--- src/rtl/multi_alarm_clock.sv ---
// multi_alarm_clock
//   24-hour time-of-day clock with a cycle prescaler, N_ALARMS alarm slots and
//   a single-owner ring/snooze state machine.
// Ports:
//   clk, rst            single clock, synchronous active-high reset
//   switch              display mode: 0 = 24-hour, 1 = 12-hour with AM/PM
//   setTime/setHrs/setMin     load the time (out-of-range loads are ignored)
//   alarmWe/alarmSel/alarmHr/alarmMin/alarmEn   write one alarm slot
//   snooze, dismiss     user controls for the active alarm
//   hrs, min, AM, PM    registered display
//   ring, ringId        alarm sounding and the slot that owns it

// One alarm slot: stored time + enable, compared against the upcoming time.
module multi_alarm_clock_slot (
  input  logic       clk,
  input  logic       rst,
  input  logic       we,
  input  logic [4:0] wr_hr,
  input  logic [5:0] wr_min,
  input  logic       wr_en,
  input  logic [4:0] cmp_hr,
  input  logic [5:0] cmp_min,
  output logic       match
);
  logic [4:0] hr_q;
  logic [5:0] min_q;
  logic       en_q;

  always_ff @(posedge clk) begin
    if (rst) begin
      hr_q  <= '0;
      min_q <= '0;
      en_q  <= 1'b0;
    end else if (we) begin
      hr_q  <= wr_hr;
      min_q <= wr_min;
      en_q  <= wr_en;
    end
  end

  assign match = en_q && (hr_q == cmp_hr) && (min_q == cmp_min);
endmodule

module multi_alarm_clock #(
  parameter int TICKS_PER_MIN = 60,
  parameter int N_ALARMS      = 4,
  parameter int SNOOZE_MIN    = 5,
  parameter int RING_MIN      = 1,
  parameter int SEL_W         = (N_ALARMS > 1) ? $clog2(N_ALARMS) : 1
) (
  input  logic             clk,
  input  logic             rst,
  input  logic             switch,
  input  logic             setTime,
  input  logic [4:0]       setHrs,
  input  logic [5:0]       setMin,
  input  logic             alarmWe,
  input  logic [SEL_W-1:0] alarmSel,
  input  logic [4:0]       alarmHr,
  input  logic [5:0]       alarmMin,
  input  logic             alarmEn,
  input  logic             snooze,
  input  logic             dismiss,
  output logic [4:0]       hrs,
  output logic [5:0]       min,
  output logic             AM,
  output logic             PM,
  output logic             ring,
  output logic [SEL_W-1:0] ringId
);
  localparam int PW = $clog2(TICKS_PER_MIN);

  localparam logic [1:0] S_IDLE = 2'd0;
  localparam logic [1:0] S_RING = 2'd1;
  localparam logic [1:0] S_SNZ  = 2'd2;

  logic [PW-1:0]       presc;
  logic [4:0]          hour_q, nxt_hr;
  logic [5:0]          min_q, nxt_min;
  logic                tick, set_ok, inc, wr_ok, kill;
  logic [N_ALARMS-1:0] match;
  logic                hit;
  logic [SEL_W-1:0]    hit_id;

  logic [1:0]          state, state_d;
  logic [5:0]          ring_cnt, ring_cnt_d, snz_cnt, snz_cnt_d;
  logic [SEL_W-1:0]    id, id_d;

  assign tick   = (presc == PW'(TICKS_PER_MIN - 1));
  assign set_ok = setTime && (setHrs <= 5'd23) && (setMin <= 6'd59);
  // A valid load takes the cycle; only then is the rollover lost.
  assign inc    = tick && !set_ok;
  assign wr_ok  = alarmWe && (32'(alarmSel) < 32'(N_ALARMS)) &&
                  (alarmHr <= 5'd23) && (alarmMin <= 6'd59);

  assign nxt_min = (min_q == 6'd59) ? 6'd0 : min_q + 6'd1;
  assign nxt_hr  = (min_q != 6'd59) ? hour_q :
                   (hour_q == 5'd23) ? 5'd0 : hour_q + 5'd1;

  always_ff @(posedge clk) begin
    if (rst) begin
      presc  <= '0;
      hour_q <= '0;
      min_q  <= '0;
    end else if (set_ok) begin
      presc  <= '0;
      hour_q <= setHrs;
      min_q  <= setMin;
    end else if (tick) begin
      presc  <= '0;
      hour_q <= nxt_hr;
      min_q  <= nxt_min;
    end else begin
      presc  <= presc + PW'(1);
    end
  end

  // Slots compare against the time about to be entered, so a match lines up
  // with the minute increment that produces it.
  for (genvar i = 0; i < N_ALARMS; i++) begin : g_slot
    multi_alarm_clock_slot u_slot (
      .clk     (clk),
      .rst     (rst),
      .we      (wr_ok && (alarmSel == SEL_W'(i))),
      .wr_hr   (alarmHr),
      .wr_min  (alarmMin),
      .wr_en   (alarmEn),
      .cmp_hr  (nxt_hr),
      .cmp_min (nxt_min),
      .match   (match[i])
    );
  end

  // Lowest-index matching slot wins; scan downward so the last write sticks.
  always_comb begin
    hit    = 1'b0;
    hit_id = '0;
    for (int i = N_ALARMS - 1; i >= 0; i--) begin
      if (inc && match[i]) begin
        hit    = 1'b1;
        hit_id = SEL_W'(i);
      end
    end
  end

  // Reasons to abandon the active alarm: a valid time load, disabling the
  // owning slot, or dismiss (which also beats a same-cycle snooze).
  assign kill = set_ok || (wr_ok && (alarmSel == id) && !alarmEn) || dismiss;

  always_comb begin
    state_d    = state;
    ring_cnt_d = ring_cnt;
    snz_cnt_d  = snz_cnt;
    id_d       = id;
    case (state)
      S_IDLE: begin
        if (hit) begin
          state_d    = S_RING;
          id_d       = hit_id;
          ring_cnt_d = '0;
        end
      end
      S_RING: begin
        if (kill) begin
          state_d = S_IDLE;
        end else if (snooze) begin
          state_d   = S_SNZ;
          snz_cnt_d = '0;
        end else if (inc) begin
          if (ring_cnt == 6'(RING_MIN - 1)) state_d = S_IDLE;
          else ring_cnt_d = ring_cnt + 6'd1;
        end
      end
      S_SNZ: begin
        if (kill) begin
          state_d = S_IDLE;
        end else if (inc) begin
          if (snz_cnt == 6'(SNOOZE_MIN - 1)) begin
            state_d    = S_RING;
            ring_cnt_d = '0;
          end else begin
            snz_cnt_d = snz_cnt + 6'd1;
          end
        end
      end
      default: state_d = S_IDLE;
    endcase
  end

  always_ff @(posedge clk) begin
    if (rst) begin
      state    <= S_IDLE;
      ring_cnt <= '0;
      snz_cnt  <= '0;
      id       <= '0;
      ring     <= 1'b0;
    end else begin
      state    <= state_d;
      ring_cnt <= ring_cnt_d;
      snz_cnt  <= snz_cnt_d;
      id       <= id_d;
      ring     <= (state_d == S_RING);
    end
  end

  assign ringId = id;

  // Display lags the internal time by one register stage.
  always_ff @(posedge clk) begin
    if (rst) begin
      hrs <= '0;
      min <= '0;
      AM  <= 1'b0;
      PM  <= 1'b0;
    end else begin
      min <= min_q;
      if (switch) begin
        hrs <= (hour_q == 5'd0)  ? 5'd12 :
               (hour_q > 5'd12)  ? hour_q - 5'd12 : hour_q;
        AM  <= (hour_q < 5'd12);
        PM  <= (hour_q >= 5'd12);
      end else begin
        hrs <= hour_q;
        AM  <= 1'b0;
        PM  <= 1'b0;
      end
    end
  end
endmodule

--- config.mk ---
export PLATFORM = sky130hd
export DESIGN_NAME = multi_alarm_clock
export DESIGN_NICKNAME = d
export VERILOG_FILES = /design/src/rtl/multi_alarm_clock.sv
export SDC_FILE = /design/constraint.sdc
export NUM_CORES = 1
export LEC_CHECK = 0
export ABC_AREA = 1
export CELL_PAD_IN_SITES_DETAIL_PLACEMENT = 0
export CELL_PAD_IN_SITES_GLOBAL_PLACEMENT = 1
export CORE_MARGIN = 4
export CORE_UTILIZATION = 42
export DETAILED_ROUTE_END_ITERATION = 6
export PLACE_DENSITY_LB_ADDON = 0.3
export SLEW_MARGIN = 10
export SYNTH_ARGS = -nofsm -noshare
export SYNTH_HDL_FRONTEND = slang
export SYNTH_HIERARCHICAL = 1
export SYNTH_SLANG_ARGS = --single-unit
--- constraint.sdc ---
create_clock -name clk -period 3.43 [get_ports clk]
set_input_delay 0.343 -clock clk [delete_from_list [all_inputs] [get_ports clk]]
set_output_delay 0.343 -clock clk [all_outputs]
set_load 0.01 [all_outputs]
Word-level counts from Yosys, hierarchy flattened
Index checks and enable logic that the tools add are counted.
{"block": "word_totals", "regBits": 95, "latchBits": 0, "ramBits": 0, "rom_bits": 0, "in_bits": 32, "out_inout_bits": 16, "word_cells": 149, "mem_count": 0}
{"block": "classes", "n_addsub": 6, "n_mul": 0, "div_mod_pow": 0, "order_cmp": 7, "eq_ne": 30, "shift": 0, "mux": 42, "bitwise_logic": 1, "reduce_logical": 39}
{"op": "2-to-1 mux 6 bit", "count": 16}
{"op": "2-to-1 mux 5 bit", "count": 7}
{"op": "adder 6 x 1 -> 6 bit, second input constant", "count": 4}
{"op": "equality test 6 bit", "count": 4}
{"op": "2-to-1 mux 2 bit", "count": 12}
{"op": "logical AND 1 bit", "count": 23}
{"op": "equality test 5 bit", "count": 4}
{"op": "inequality test 2 bit, second input constant", "count": 10}
{"op": "case mux 6 bit (3 select lines)", "count": 1}
{"op": "equality test 6 bit, second input constant", "count": 2}
{"op": "less-or-equal comparator 6 bit, second input constant", "count": 2}
{"op": "case mux 6 bit (2 select lines)", "count": 1}
{"op": "less-or-equal comparator 5 bit, second input constant", "count": 2}
{"op": "AND reduction 9 bit", "count": 1}
{"op": "equality test 2 x 1 -> 1 bit, second input constant", "count": 3}
{"op": "equality test 2 bit, second input constant", "count": 3}
{"op": "equality test 6 x 3 -> 1 bit, second input constant", "count": 1}
{"op": "zero test 6 bit", "count": 1}
{"op": "inequality test 6 bit, second input constant", "count": 1}
{"op": "case mux 2 bit (3 select lines)", "count": 1}
{"op": "AND reduction 6 bit", "count": 1}
{"op": "adder 5 x 1 -> 5 bit, second input constant", "count": 1}
{"op": "equality test 5 bit, second input constant", "count": 1}
{"op": ">= comparator 5 x 4 -> 1 bit, second input constant", "count": 1}
{"op": "other kinds (15)", "count": 22}

Longest topological paths before layout
{"block": "depth", "ltp_word": 14, "depth_mapped": 22, "mapped_depth_nobuf": 22}

By module
Netlist, hierarchy kept.
{"module": "multi_alarm_clock", "n_inst": 1, "cells_per_inst": 376, "area_per_inst_um2": 2608.8, "seq_area_each_um2": 940.9}
{"module": "multi_alarm_clock_slot", "n_inst": 4, "cells_per_inst": 95, "area_per_inst_um2": 651.9, "seq_area_each_um2": 240.2}

Worst setup path before layout
OpenSTA, ideal clock, no wires.
{"block": "synth_path", "path_kind": "register to register", "from": "register min_q[0] (netlist name)", "to": "register ring_cnt[1]", "setup_time_ns": 0.125, "arrival_ns": 2.574, "required_time_ns": 3.305, "path_slack_ns": 0.731, "path_stages_with_launch": 21, "n_path_buf": 1, "synth_period_minus_slack_ns": 2.699, "path_cell_list": "dfxtp_1 ha_1 nand3_1 nor2_1 buf_2 nor3_1 nand2_1 nand2_1 inv_1 nand2_1 nor2_1 nand2_1 nor2_1 nor2_1 inv_1 o211ai_1 nand2_1 nand3_4 nand2_1 nand2_1 nor2_2"}
{"element": "to (signal assigned)", "line": "199", "rtl": "ring_cnt <= ring_cnt_d;"}
{"element": "to (decl)", "line": "86", "rtl": "logic [5:0] ring_cnt, ring_cnt_d, snz_cnt, snz_cnt_d;"}

==> flow_metrics.env <==
export IMPL_drt_iter0_markers=325
export IMPL_critPathRequiredTime_ns=3.65
export IMPL_grt_pass1_vias=4331
export IMPL_detail_route_wirelength_um=12950
export IMPL_maxCapViolCount=0
export IMPL_endpoint_kind="flop"
export IMPL_die_area_um2=14270
export IMPL_vias=4704
export IMPL_hold_violations=0
export IMPL_setup_ws_ns=0.3809
export IMPL_yosysSeqAreaShare=0.3646
export IMPL_power_uw=2658
export IMPL_cp_arrival_ns=3.27
export IMPL_diodes=0
export IMPL_cpMostUsedCell="nand2_1"
export IMPL_viasPerCell=4.771
export IMPL_nets=857
export IMPL_slowest_delay_ns=0.41
export IMPL_crit_slowest_cell="dfxtp_1"
export IMPL_ys_ff_latch=95
export IMPL_setup_viol=0
export IMPL_cts_tree="yes"
export IMPL_r2r_cells=22
export IMPL_outcome="complete, no violations"
export IMPL_syn_nets=799
export IMPL_ys_warn_count=6
export IMPL_cp_max_fo=9
export IMPL_clock_fmax_ghz=0.3280
export IMPL_grt_max_degree=60
export IMPL_rr_startpoint="min_q[0]$_SDFFE_PP0P_"
export IMPL_postRouteAntennaNets=0
export IMPL_cts_max_path_buffers=2
export IMPL_area_delta_synth_final_pct=20.32
export IMPL_rows=40
export IMPL_cts_buffers=9
export IMPL_root_buffer="clkbuf_16"
export IMPL_endpoint="ring_cnt[4]$_SDFFE_PP0P_"
export IMPL_hp_class="flop to flop"
export IMPL_critPathLaunchType="flop"
export IMPL_p_leak_uw=0.002526
export IMPL_peakVddDrop_v=0.0003283
export IMPL_clk_pin_slew_ns=0.06
export IMPL_antenna_found_initial=0
export IMPL_avgSynthCellArea_um2=6.900
export IMPL_drt_first_pass_iters=5
export IMPL_die_w_um=119.4
export IMPL_path_class="flop to flop"
export IMPL_timing_final_crit_share=0.8889
export IMPL_fin_crit_ns=3.049
export IMPL_wl_per_cell_um=13.13
export IMPL_grt_pass1_wl_um=21380
export IMPL_syn_cell_area_um2=5216
export IMPL_htree_levels=3
export IMPL_ys_types=38
export IMPL_cts_num_sinks=95
export IMPL_skew_ns=0.01055
export IMPL_io_buffers=47
export IMPL_cts_hold_fix_buffers=0
export IMPL_grt_util_all_layers=0.1863
export IMPL_place_hpwl_um=9692
export IMPL_ios=48
export IMPL_start_util=0.4325
export IMPL_core_um2=12060
export IMPL_finalMaxSlewViolations=0
export IMPL_place_ws_ns=0.1712
export IMPL_crit_chain="ha_1 -> nand3_1 -> nor2_4 -> inv_1 -> nor2_2 -> nand2_1 -> o22ai_1 -> buf_4 -> nand2_1 -> nand2_1 -> clkinv_1 -> nand2_1 -> nor2_1 -> nand2_1 -> nor2_1 -> nor2_1 -> inv_1 -> o211ai_1 -> nand2_2 -> buf_4 -> nand4_1 -> a21oi_1"
export IMPL_r2r_end="ring_cnt[4]$_SDFFE_PP0P_"
export IMPL_die_height_um=119.4
export IMPL_power_density_nw_per_um2=423.5
export IMPL_r2r_setup_slack_ns=0.38
export IMPL_drc_errors=0
export IMPL_clock_latency_ns=0.35
export IMPL_tightest_slew_ns=0.7764
export IMPL_crit_path_start="min_q[0]$_SDFFE_PP0P_"
export IMPL_place_gp_congestion=0.8245
export IMPL_grt_overflow_total=0
export IMPL_slew_headroom=0.4824
export IMPL_postSynthCellCount=756
export IMPL_drive_above_1_share=0.1174
-- metal layers --
metal	share of wire	track usage
met2	0.45	0.2998
met1	0.50	0.2515
met3	0.037	0.02849
met4	0.018	0.07158
met5	0	0
-- how the worst min path moves through the flow --
stage	startpoint	end	slack (ns)	cells past startpoint
finish	presc[0]$_SDFF_PP0_	presc[0]$_SDFF_PP0_	0.45	1
global route	presc[0]$_SDFF_PP0_	presc[0]$_SDFF_PP0_	0.47	1
CTS	presc[0]$_SDFF_PP0_	presc[0]$_SDFF_PP0_	0.45	1
detailed placement	presc[0]$_SDFF_PP0_	presc[0]$_SDFF_PP0_	0.44	1
global placement	presc[0]$_SDFF_PP0_	presc[0]$_SDFF_PP0_	0.43	1
floorplan	rst	g_slot[0].u_slot/hr_q[4]$_SDFFE_PP0P_	0.42	1
-- worst max-delay path: cells and delay by family, from the launching register on --
kind	cells	cell delay (ns)
flops	1	0.41
compound gates	3	0.42
fa+ha+maj	1	0.24
simple gates	13	1.25
buf+inv	5	0.59
-- cell usage in the layout, fill, tap and decap left out, drive strengths merged --
cell and instances:
nor3 13, nand3 26, o22ai 1, a221oi 1, nand4 10, nand2 216, o21ai 20, a211oi 31
ha 11, a21oi 47, o211ai 3, inv 120, dfxtp 95, nor2 98, xnor2 18, a31oi 6
clkdlybuf4s50 46, or2 4, clkinv 10, clkbuf 10, bufinv 3, o21bai 1, nand3b 1, nor4 1
xor2 9, buf 16, clkinvlp 1
-- timing repair --
item,4_1_cts,5_1_grt
hold endpoints to repair,0,0
setup buffers,0,1
endpoints found under the setup margin,0,9
gates resized for setup,0,5
-- synthesized netlist by cell type (all sizes together) --
master	instances	area (um^2)
or2	4	25.03
a21oi	47	235.2
clkinv	9	35.03
nor3	13	70.07
nand3b	1	7.510
nand3	26	157.7
clkbuf	4	15.01
ha	11	137.6
dfxtp	95	1902
xnor2	18	157.7
nand2	216	833.3
o21ai	20	103.9
o211ai	3	22.52
nand4	10	62.56
buf	11	80.07
o21bai	1	7.510
o22ai	1	6.260
nor2	98	402.9
a211oi	31	372.9
a221oi	1	8.760
xor2	9	78.83
nor4	1	6.260
a31oi	6	37.54
inv	120	450.4
-- through the flow --
stage / TNS [ns] / utilization / std cells / instance area [um^2] / hold WS [ns]
final: 0 / 0.5203 / 986 / 6276 / 0.4481
after global routing: -0.003751 / 0.5203 / 986 / 6276 / 0.4743
after CTS: 0 / 0.5182 / 985 / 6250 / 0.4499
after detailed placement: 0 / 0.4895 / 970 / 5904 / 0.4356
after global placement: 0 / 0.4895 / 970 / 5904 / 0.4270
after floorplan: 0 / - / 756 / 5216 / 0.4160
-- where the power goes --
| part | internal [uW] | total [uW] | switching [uW] |
|---|---|---|---|
| sequential | 1140 | 1170 | 23.3 |
| combinational | 137 | 332 | 195 |
| clock | 729 | 1160 | 432 |
-- logic make-up (layout without fill, tap and decap cells) --
group / after synthesis / count (layout) / synth area share
AOI/OAI and AO/OA: 110 / 110 / 0.1523
DFF: 95 / 95 / 0.3646
xor gates and xnor gates: 27 / 27 / 0.04534
and+or+nand+nor: 369 / 369 / 0.3001
adders and majority gates: 11 / 11 / 0.02638
buffers and inverters: 144 / 206 / 0.1113
-- state kept, by name, summed over array words and instances (netlist names), 5 cells and up --
name / cells
snz_cnt: 6
min_q: 6
ring_cnt: 6
presc: 6
hrs: 5
g_slot.u_slot/min_q: 24
g_slot.u_slot/hr_q: 20
min: 6
hour_q: 5
-- cell type report --
type	count	area [um^2]
Fill cell	1187	5786
Multi-Input combinational cell	517	2753
Sequential cell	95	1902
Timing Repair Buffer	62	580.6
Inverter	129	485.5
Clock buffer	10	239.0
Tap cell	168	210.2
Clock inverter	5	106.4
Note: power is estimated with default switching activity, not from simulation.
